===== src/rtl/mmio_uart_tx_pkg.sv =====
// Shared constants and types for the memory-mapped UART transmitter.
// Register offsets, STATUS bit positions and serialiser state encoding.
package uart_tx_pkg;

    localparam logic [1:0] OFF_TXDATA  = 2'd0;
    localparam logic [1:0] OFF_STATUS  = 2'd1;
    localparam logic [1:0] OFF_BAUDDIV = 2'd2;

    localparam int ST_BUSY    = 0;
    localparam int ST_FULL    = 1;
    localparam int ST_EMPTY   = 2;
    localparam int ST_OVF     = 3;
    localparam int ST_CNT_LSB = 4;

    typedef enum logic [1:0] {IDLE, START, DATA, STOP} tx_state_t;

    function automatic logic [3:0] sat_count(input logic [31:0] n);
        return (n > 32'd15) ? 4'hF : n[3:0];
    endfunction

endpackage


===== src/rtl/mmio_uart_tx_if.sv =====
// Processor data-bus slice seen by a memory-mapped peripheral.
interface mmio_bus_if;
    logic [31:0] addr;
    logic [31:0] wdata;
    logic        mem_write;
    logic [31:0] rdata;

    modport master (output addr, output wdata, output mem_write, input rdata);
    modport slave  (input addr, input wdata, input mem_write, output rdata);
endinterface


===== src/rtl/mmio_uart_tx_sync_fifo.sv =====
// Single-clock FIFO with occupancy count; a push into a full FIFO is
// accepted only when a pop frees the slot in the same cycle.
module sync_fifo #(
    parameter int WIDTH = 8,
    parameter int DEPTH = 8
) (
    input  logic                     clk,
    input  logic                     reset,
    input  logic                     push,
    input  logic                     pop,
    input  logic [WIDTH-1:0]         din,
    output logic [WIDTH-1:0]         dout,
    output logic                     full,
    output logic                     empty,
    output logic [$clog2(DEPTH):0]   count
);
    localparam int AW = $clog2(DEPTH);

    logic [WIDTH-1:0] mem [DEPTH];
    logic [AW-1:0]    wr_ptr;
    logic [AW-1:0]    rd_ptr;
    logic             do_push;
    logic             do_pop;

    assign full    = (count == (AW+1)'(DEPTH));
    assign empty   = (count == '0);
    assign do_pop  = pop & ~empty;
    assign do_push = push & (~full | do_pop);
    assign dout    = mem[rd_ptr];

    always_ff @(posedge clk) begin
        if (do_push) mem[wr_ptr] <= din;
    end

    always_ff @(posedge clk or negedge reset) begin
        if (!reset) begin
            wr_ptr <= '0;
            rd_ptr <= '0;
            count  <= '0;
        end else begin
            if (do_push) wr_ptr <= wr_ptr + AW'(1);
            if (do_pop)  rd_ptr <= rd_ptr + AW'(1);
            if (do_push && !do_pop)      count <= count + (AW+1)'(1);
            else if (do_pop && !do_push) count <= count - (AW+1)'(1);
        end
    end
endmodule


===== src/rtl/mmio_uart_tx.sv =====
// Memory-mapped 8N1 UART transmitter: bus decode, registers, TX FIFO,
// baud down-counter and serialiser FSM.
//
//   state | meaning
//   IDLE  | line high, waiting for a byte in the FIFO
//   START | start bit (low) for one bit period
//   DATA  | data bits, LSB first, idx selects the bit
//   STOP  | stop bit (high); pops the next byte back-to-back if present
module mmio_uart_tx
    import uart_tx_pkg::*;
#(
    parameter logic [31:0] BASE_ADDR  = 32'h0000_1000,
    parameter int          FIFO_DEPTH = 8,
    parameter logic [15:0] DIV_RESET  = 16'd434
) (
    input  logic      clk,
    input  logic      reset,
    mmio_bus_if.slave bus,
    output logic      tx,
    output logic      tx_idle
);
    localparam int CW = $clog2(FIFO_DEPTH) + 1;

    logic          sel;
    logic [1:0]    off;
    logic          wr_txdata;
    logic          wr_status;
    logic          wr_baud;
    logic          fifo_full;
    logic          fifo_empty;
    logic          pop;
    logic [CW-1:0] fifo_count;
    logic [7:0]    fifo_head;
    logic          overflow;
    logic [15:0]   div;
    logic [31:0]   rdata_c;
    logic          unused_bits;

    tx_state_t     state, state_n;
    logic [15:0]   cnt, cnt_n;
    logic [15:0]   per, per_n;
    logic [7:0]    shreg, shreg_n;
    logic [2:0]    idx, idx_n;
    logic          tx_q, tx_n;
    logic          start_frame;

    assign sel       = (bus.addr[31:4] == BASE_ADDR[31:4]);
    assign off       = bus.addr[3:2];
    assign wr_txdata = sel & bus.mem_write & (off == OFF_TXDATA);
    assign wr_status = sel & bus.mem_write & (off == OFF_STATUS);
    assign wr_baud   = sel & bus.mem_write & (off == OFF_BAUDDIV);
    assign unused_bits = ^{bus.addr[1:0], bus.wdata[31:16]};

    sync_fifo #(.WIDTH(8), .DEPTH(FIFO_DEPTH)) u_fifo (
        .clk   (clk),
        .reset (reset),
        .push  (wr_txdata),
        .pop   (pop),
        .din   (bus.wdata[7:0]),
        .dout  (fifo_head),
        .full  (fifo_full),
        .empty (fifo_empty),
        .count (fifo_count)
    );

    always_ff @(posedge clk or negedge reset) begin
        if (!reset) begin
            overflow <= 1'b0;
            div      <= DIV_RESET;
        end else begin
            if (wr_baud) div <= (bus.wdata[15:0] < 16'd2) ? 16'd2 : bus.wdata[15:0];
            // a dropped push outranks a concurrent clear
            if (wr_txdata && fifo_full && !pop)       overflow <= 1'b1;
            else if (wr_status && bus.wdata[ST_OVF])  overflow <= 1'b0;
        end
    end

    always_comb begin
        rdata_c = '0;
        if (sel) begin
            case (off)
                OFF_STATUS: begin
                    rdata_c[ST_BUSY]          = (state != IDLE);
                    rdata_c[ST_FULL]          = fifo_full;
                    rdata_c[ST_EMPTY]         = fifo_empty;
                    rdata_c[ST_OVF]           = overflow;
                    rdata_c[ST_CNT_LSB +: 4]  = sat_count(32'(fifo_count));
                end
                OFF_BAUDDIV: rdata_c[15:0] = div;
                default: ;
            endcase
        end
    end
    assign bus.rdata = rdata_c;

    always_ff @(posedge clk or negedge reset) begin
        if (!reset) begin
            state <= IDLE;
            cnt   <= '0;
            per   <= '0;
            shreg <= '0;
            idx   <= '0;
            tx_q  <= 1'b1;
        end else begin
            state <= state_n;
            cnt   <= cnt_n;
            per   <= per_n;
            shreg <= shreg_n;
            idx   <= idx_n;
            tx_q  <= tx_n;
        end
    end

    always_comb begin
        state_n     = state;
        cnt_n       = cnt;
        per_n       = per;
        shreg_n     = shreg;
        idx_n       = idx;
        tx_n        = tx_q;
        pop         = 1'b0;
        start_frame = 1'b0;
        case (state)
            IDLE: begin
                tx_n = 1'b1;
                if (!fifo_empty) start_frame = 1'b1;
            end
            START: begin
                if (cnt == '0) begin
                    state_n = DATA;
                    idx_n   = '0;
                    cnt_n   = per - 16'd1;
                    tx_n    = shreg[0];
                end else begin
                    cnt_n = cnt - 16'd1;
                end
            end
            DATA: begin
                if (cnt == '0) begin
                    cnt_n = per - 16'd1;
                    if (idx == 3'd7) begin
                        state_n = STOP;
                        tx_n    = 1'b1;
                    end else begin
                        idx_n = idx + 3'd1;
                        tx_n  = shreg[idx + 3'd1];
                    end
                end else begin
                    cnt_n = cnt - 16'd1;
                end
            end
            STOP: begin
                if (cnt == '0) begin
                    state_n = IDLE;
                    tx_n    = 1'b1;
                    if (!fifo_empty) start_frame = 1'b1;
                end else begin
                    cnt_n = cnt - 16'd1;
                end
            end
            default: begin
                state_n = IDLE;
                tx_n    = 1'b1;
            end
        endcase
        // divider sampled only here so BAUDDIV writes never touch a running frame
        if (start_frame) begin
            pop     = 1'b1;
            shreg_n = fifo_head;
            per_n   = div;
            cnt_n   = div - 16'd1;
            state_n = START;
            tx_n    = 1'b0;
        end
    end

    assign tx      = tx_q;
    assign tx_idle = fifo_empty & (state == IDLE);
endmodule


===== src/flat_wrapper.sv =====
// flat-port wrapper written by rule: the top's interface ports become plain ports
module mmio_uart_tx_flat import uart_tx_pkg::*;
#(
    parameter logic [31:0] BASE_ADDR  = 32'h0000_1000,
    parameter int          FIFO_DEPTH = 8,
    parameter logic [15:0] DIV_RESET  = 16'd434
)
  (clk, reset, tx, tx_idle, bus_addr, bus_wdata, bus_mem_write, bus_rdata);
  mmio_bus_if bus_i ();
  input  logic clk;
  input  logic reset;
  output logic tx;
  output logic tx_idle;
  input wire logic [$bits(bus_i.addr)-1:0] bus_addr;
  input wire logic [$bits(bus_i.wdata)-1:0] bus_wdata;
  input wire logic [$bits(bus_i.mem_write)-1:0] bus_mem_write;
  output wire logic [$bits(bus_i.rdata)-1:0] bus_rdata;
  assign bus_i.addr = bus_addr;
  assign bus_i.wdata = bus_wdata;
  assign bus_i.mem_write = bus_mem_write;
  assign bus_rdata = bus_i.rdata;
  mmio_uart_tx #(.BASE_ADDR(BASE_ADDR), .FIFO_DEPTH(FIFO_DEPTH), .DIV_RESET(DIV_RESET)) u_core (.clk(clk), .reset(reset), .bus(bus_i), .tx(tx), .tx_idle(tx_idle));
endmodule

===== config.mk =====
export PLATFORM = sky130hd
export DESIGN_NAME = mmio_uart_tx_flat
export DESIGN_NICKNAME = d
export VERILOG_FILES = /design/src/rtl/mmio_uart_tx_pkg.sv /design/src/rtl/mmio_uart_tx_if.sv /design/src/rtl/mmio_uart_tx_sync_fifo.sv /design/src/rtl/mmio_uart_tx.sv /design/src/flat_wrapper.sv
export SDC_FILE = /design/constraint.sdc
export NUM_CORES = 1
export LEC_CHECK = 0
export BUFFER_PORTS_ARGS = -buffer_cell sky130_fd_sc_hd__buf_4
export CAP_MARGIN = 30
export CORE_ASPECT_RATIO = 1.2
export CORE_MARGIN = 2
export CORE_UTILIZATION = 39
export DETAILED_ROUTE_END_ITERATION = 10
export SKIP_CTS_REPAIR_TIMING = 1
export SYNTH_ARGS = -nofsm -noshare
export SYNTH_HDL_FRONTEND = slang
export SYNTH_SLANG_ARGS = --single-unit

===== constraint.sdc =====
create_clock -name clk -period 3.4 [get_ports clk]
set_clock_uncertainty 0.15 [all_clocks]
set_input_delay 0.68 -clock clk [delete_from_list [all_inputs] [get_ports clk]]
set_output_delay 0.68 -clock clk [all_outputs]
set_load 0.01 [all_outputs]

After elaboration in Yosys (flattened, before gate mapping)
Memories as Yosys holds them, arrays and structs flattened. A register that Yosys moved wholly into a read port is not among the register bits.
Cells that the tools add are included.

word-level totals
  bits in writable memories = 64
  output and inout bits = 34
  memories = 1
  register bits = 65
  input bits = 67

memories
  memory             words  width  read ports  clocked after memory_dff  write ports  line                          RTL
  u_core.u_fifo.mem  8      8      1           1                         1            mmio_uart_tx_sync_fifo.sv:19  logic [WIDTH-1:0] mem [DEPTH];

operators by class
  multiplexer cells = 36
  equality and inequality tests = 16
  order comparisons = 2
  add/subtract/negate cells = 8
  bitwise logic cells = 10
  reductions and logical operators = 24

operators with widths
  operator               number
  $mux 16                5
  $sub 16x1->16 const B  3
  $pmux 16 s2            1
  $eq 28x9->1 const B    1
  $logic_not 16->1       1
  $lt 16x2->1 const B    1
  $pmux 8 s2             1
  $mux 1                 13
  $ne 3x1->1 const B     4
  $mux 2                 5
  $add 3x1->3 const B    3
  $mux 3                 3
  $mux 4                 2
  $mux 8                 1
  $reduce_bool 2->1      4
  $and 1x1->1            7
  $eq 2x2->1 const B     3
  $pmux 2 s3             1
  $pmux 3 s2             1
  $logic_and 1x1->1      5
  $reduce_and 5->1       1
  $add 4x1->4 const B    1
  $eq 2x1->1 const B     2
  $eq 4x4->1 const B     1
  20 further kinds       26

Longest topological paths before layout
  word-level depth = 12
  depth in mapped cells = 16
  gate-level depth less buffers = 15

By module
A second synthesis with hierarchy kept.

second synthesis, totals
  cell total of the unflattened synthesis = 632
  area, all modules = 7221.9 um^2

modules (own cells, without submodules)
  module        instances  cells each  area each (um^2)  seq. area each (um^2)
  mmio_uart_tx  1          476         4159.0            1584.0
  sync_fifo     1          156         3062.9            2172.1

Worst setup path before layout
OpenSTA, ideal clock, no wires.

  path kind = register to register
  start point = reg u_core.cnt[0]
  end point = reg u_core.u_fifo.count[3]
  data arrival time = 2829 ps
  stages on the path, launching flop included = 16
  path slack = 296 ps
  clock period less this slack = 3104 ps
  cells stage by stage = dfrtp_1 > inv_1 > ha_1 > nor4b_4 > a41oi_2 > nor2_2 > inv_2 > buf_2 > ha_1 > inv_1 > ha_1 > a21o_1 > a21oi_1 > xnor2_1 > nor2_1 > xor2_1

on the way
  word-level cells in the longest chain between the ends = 10
  elaborated cells on any way between the ends = 13
  those cells by class = mux (4); bitwise (3); reduce/logical (6)

ends and longest elaborated chain
  item                         line                          RTL
  start: declaration           mmio_uart_tx.sv:40            logic [15:0] cnt, cnt_n;
  start signal: assignment     mmio_uart_tx.sv:106           cnt <= cnt_n;
  $logic_not 16->1 *           mmio_uart_tx.sv:153           if (cnt == '0) begin
  $mux 1 *                     mmio_uart_tx.sv:153
  $pmux 1 s2 *                 mmio_uart_tx.sv:123           case (state)
  $mux 1 *                     mmio_uart_tx.sv:167           if (start_frame) begin
  $and 1x1->1 *                mmio_uart_tx_sync_fifo.sv:27  assign do_pop = pop & ~empty;
  $or 1x1->1                   mmio_uart_tx_sync_fifo.sv:28  assign do_push = push & (~full | do_pop);
  $and 1x1->1                  mmio_uart_tx_sync_fifo.sv:28
  $logic_not 1->1              mmio_uart_tx_sync_fifo.sv:44  else if (do_pop && !do_push) count <= count - (AW+1)'(1);
  $logic_and 1x1->1            mmio_uart_tx_sync_fifo.sv:44
  $reduce_bool 2->1 (no line)  -
  end signal: assignment       mmio_uart_tx_sync_fifo.sv:43  if (do_push && !do_pop) count <= count + (AW+1)'(1);
  end signal: assignment       mmio_uart_tx_sync_fifo.sv:44
  end: declaration             mmio_uart_tx_sync_fifo.sv:15  output logic [$clog2(DEPTH):0] count

Mark *: on every way between the ends. The rest lies on a longest branch, timed or not.
A chain may end at the register's enable or synchronous reset.

Worst setup path in the final report
  start point = reg u_core.cnt[0]
  end point = reg u_core.u_fifo.count[3]

on the way
  word-level cells in the longest chain between the ends = 10
  elaborated cells on any way between the ends = 13
  those cells by class = mux (4); bitwise (3); reduce/logical (6)

ends and longest elaborated chain
  item                         line                          RTL
  $logic_not 16->1 *           mmio_uart_tx.sv:153
  $mux 1 *                     mmio_uart_tx.sv:153
  $pmux 1 s2 *                 mmio_uart_tx.sv:123
  $mux 1 *                     mmio_uart_tx.sv:167
  $and 1x1->1 *                mmio_uart_tx_sync_fifo.sv:27
  $or 1x1->1 *                 mmio_uart_tx_sync_fifo.sv:28
  $and 1x1->1 *                mmio_uart_tx_sync_fifo.sv:28
  net u_core.u_fifo.do_push    mmio_uart_tx_sync_fifo.sv:22  logic do_push;
  $logic_not 1->1              mmio_uart_tx_sync_fifo.sv:44
  $logic_and 1x1->1            mmio_uart_tx_sync_fifo.sv:44
  $reduce_bool 2->1 (no line)  -

Mark *: on every way through the listed nets, which the timed path passes. The rest lies on a longest branch.

==> qor.json <==
{
  "result_of_the_run": "completed",
  "pins_over_slew_limit": 0,
  "synth_top_area_share_pct": 26.4,
  "die_y_um": 154,
  "timing.hold.worst.start": "u_core.shreg[3]",
  "power_frac_seq_pct": 46.9,
  "synth.top_cells.by_area": "edfxtp_1 (26%), dfrtp_1 (23%), mux4_2 (5.6%)",
  "synth_ff_type": "dfrtp_1",
  "r2r.worst_path.cells": 15,
  "floorplan.initialDensity_pct": 40.0,
  "ys_async_sr_fraction_pct": 53.3,
  "fmax_ghz": 0.319,
  "p_switching_mw": 0.931,
  "layoutNonFillerInstCount": 947,
  "cap_viol_max_count": 0,
  "power.share.switching_pct": 24.9,
  "route.detailed.wl_per_inst_um": 18.3,
  "max-slew-margin-rel_pct": 44.6,
  "number_of_enable_flip_flop_cells_after_synthesis": 64,
  "finalInstanceArea_um2": 8730,
  "core.rowCount": 54,
  "worst-endpoint-required_ps": 3560,
  "path_clk_slew_ps": 60,
  "place_area_um2": 8060,
  "htree_levels": 4,
  "detail_route.wirelength_um": 17300,
  "synth.distinct_cells": 69,
  "rsz0062_at_grt": "no",
  "globalRouteOverflowTotal": 0,
  "layout_commonest_cell": "buf_4",
  "min-delay-path-class": "reg2reg",
  "max_slew.worst_pin.slew_ps": 831,
  "final_cell_mix": "buf_4 (96), nand2_1 (79), dfrtp_1 (67), edfxtp_1 (64), nor2_1 (38)",
  "clock_tree_buf_depth": 2,
  "io_buffer_count": 66,
  "dieWidth_um": 129,
  "core_region_area_um2": 18200,
  "whs_endpoint": "u_core.shreg[3]",
  "first_pass_grt_wire_length_um": 27800,
  "report.final.hold_viol_count": 0,
  "drt_pass1_iterations": 5,
  "p_clk_share_pct": 49.2,
  "worstHoldPathCells": 2,
  "timing.setup.critical_path_class": "reg2reg",
  "routed-via-count": 5169,
  "tritoncts": "built",
  "intPower_mw": 2.81,
  "final-setup-viol-count": 0,
  "p_per_area_nw_per_um2": 429,
  "detail_route.iter0.violations": 337,
  "final_min_period_over_clock_period_pct": 92.2,
  "drive_gt1_share_pct": 25.6,
  "timing.hold.ws_ps": 343,
  "final.setup.tns_ps": 0,
  "power.leakage_nw": 3.67,
  "design.die.area_um2": 19800,
  "worst_setup_path_end_kind": "register",
  "postRouteAntennaNets": 0,
  "comb_power_share_pct": 3.8,
  "clock-sinks": 137,
  "worstPathMaxFanout": 7,
  "track_usage_pct": 18.4,
  "area_delta_synth_final_pct": 19.7,
  "mappedNetlistArea_um2": 7290,
  "setup.reg_to_reg.worst_slack_ps": 270,
  "final.min_clock_period_ps": 3130,
  "detailed_place_hpwl_um": 12700,
  "design.portCount": 101,
  "placed_cells": 913,
  "initial_antenna_violation_count": 0,
  "mean_area_per_synthesized_cell_um2": 11.6,
  "antenna_cells_inserted": 0,
  "worst_r2r_dst": "u_core.u_fifo.count[3]",
  "final_net_count": 797,
  "clock_latency_at_the_later_pin_of_the_worst_skew_pair_ps": 430,
  "critical_path_arrival_ps": 3290,
  "synth_cells": 626,
  "number_of_global_route_vias_before_repair": 5140,
  "ctsRootBufferMaster": "clkbuf_16",
  "gp_congestion": 0.880,
  "synth.ff_latch_count": 137,
  "count_of_yosys_warnings_during_synthesis": 0,
  "regToRegStartpoint": "u_core.cnt[0]",
  "drc": 0,
  "grt_start_max_net_pins": 74,
  "power.total_mw": 3.74,
  "yosysTopAreaCell": "edfxtp_1",
  "ir_drop_uv": 377,
  "startpoint_type": "register",
  "routed_via_density": 5.46,
  "cts_made_buffers": 17,
  "synth-seq-area-share_pct": 51.5
}
power by group through the flow:
stage	clock, mW	sequential [mW]	combinational (mW)
6_report	1.84	1.76	0.143
5_1_grt	1.96	1.76	0.159
4_1_cts	1.89	1.76	0.141
3_5_place_dp	0	1.79	0.140
3_3_place_gp	0	1.79	0.137
2_1_floorplan	0	1.78	0.0659
area by class of cell:
type | count | area, um2
fill | 1679 | 9510
sequential | 137 | 3760
multi-input combinational | 439 | 3250
timing repair buffer | 98 | 758
clock buffer | 17 | 425
tap | 224 | 280
clock inverter | 15 | 196
inverter | 17 | 63.8
cell usage after synthesis, types with 11 or more instances:
master,count
a21oi_1,15
buf_2,11
buf_4,16
clkbuf_1,15
dfrtp_1,67
edfxtp_1,64
ha_1,19
inv_1,16
mux2_2,12
mux2i_1,12
mux4_2,18
nand2_1,79
nand3_1,11
nand4_1,13
nor2_1,38
nor3_1,15
nor4_1,16
o21ai_0,18
xnor2_1,26
xor2_1,16
layer usage:
layer  track usage [%]  share of wire, %  routed length (um)
met1              23.7                43                7370
met2              30.7                51                8740
met3              3.90               4.5                 777
met4              6.31               2.3                 401
met5                 0                 0                   0
state kept, by name, indices dropped and copies added, names as in the netlist, 2 cells and up:
signal,cells
u_core.u_fifo.count,4
u_core.state,2
u_core.div,16
u_core.u_fifo.mem,64
u_core.u_fifo.wr_ptr,3
u_core.shreg,8
u_core.cnt,16
u_core.per,16
u_core.idx,3
u_core.u_fifo.rd_ptr,3
how the worst max path moves through the flow:
stage | startpoint | end | slack (ps) | cells past startpoint
2_1_floorplan | u_core.cnt[0] | u_core.u_fifo.count[3] | 300 | 15
4_1_cts | u_core.state[1] | u_core.u_fifo.count[3] | 190 | 14
3_5_place_dp | bus_addr[18] | u_core.u_fifo.count[3] | 180 | 14
5_1_grt | u_core.cnt[0] | u_core.u_fifo.count[3] | 70 | 15
3_3_place_gp | bus_addr[17] | u_core.u_fifo.count[3] | 220 | 14
6_report | u_core.cnt[0] | u_core.u_fifo.count[3] | 270 | 15
stage by stage:
stage | util (%) | setup slack, ps
6_report | 47.9 | 266
5_1_grt | 47.9 | 66.3
4_1_cts | 47.6 | 187
3_5_place_dp | 44.2 | 180
3_3_place_gp | 44.2 | 221
2_1_floorplan | - | 296
kinds of logic (layout without fill, tap and decap cells):
family | count (synthesis) | after routing | share of synthesized area [%]
xor+xnor | 42 | 42 | 5.04
fa+ha+maj | 20 | 20 | 3.53
compound gates | 90 | 90 | 8.34
simple gates | 223 | 223 | 16.4
buf+inv | 65 | 147 | 4.79
flops | 137 | 137 | 51.5
other cells | 1 | 16 | 0.0514
mux | 48 | 48 | 10.3
worst max-delay path, stage by stage (launching register included):
cell	delay [ps]
dfrtp_1	460
inv_1	110
ha_1	160
nor4b_4	210
nand4_1	250
o21ai_2	220
nand3_1	140
inv_1	90
ha_1	180
inv_1	90
ha_1	280
a21o_1	170
a21oi_1	170
xnor2_1	140
nor2_1	60
xor2_1	140
Power figures use the tool's default switching activity.
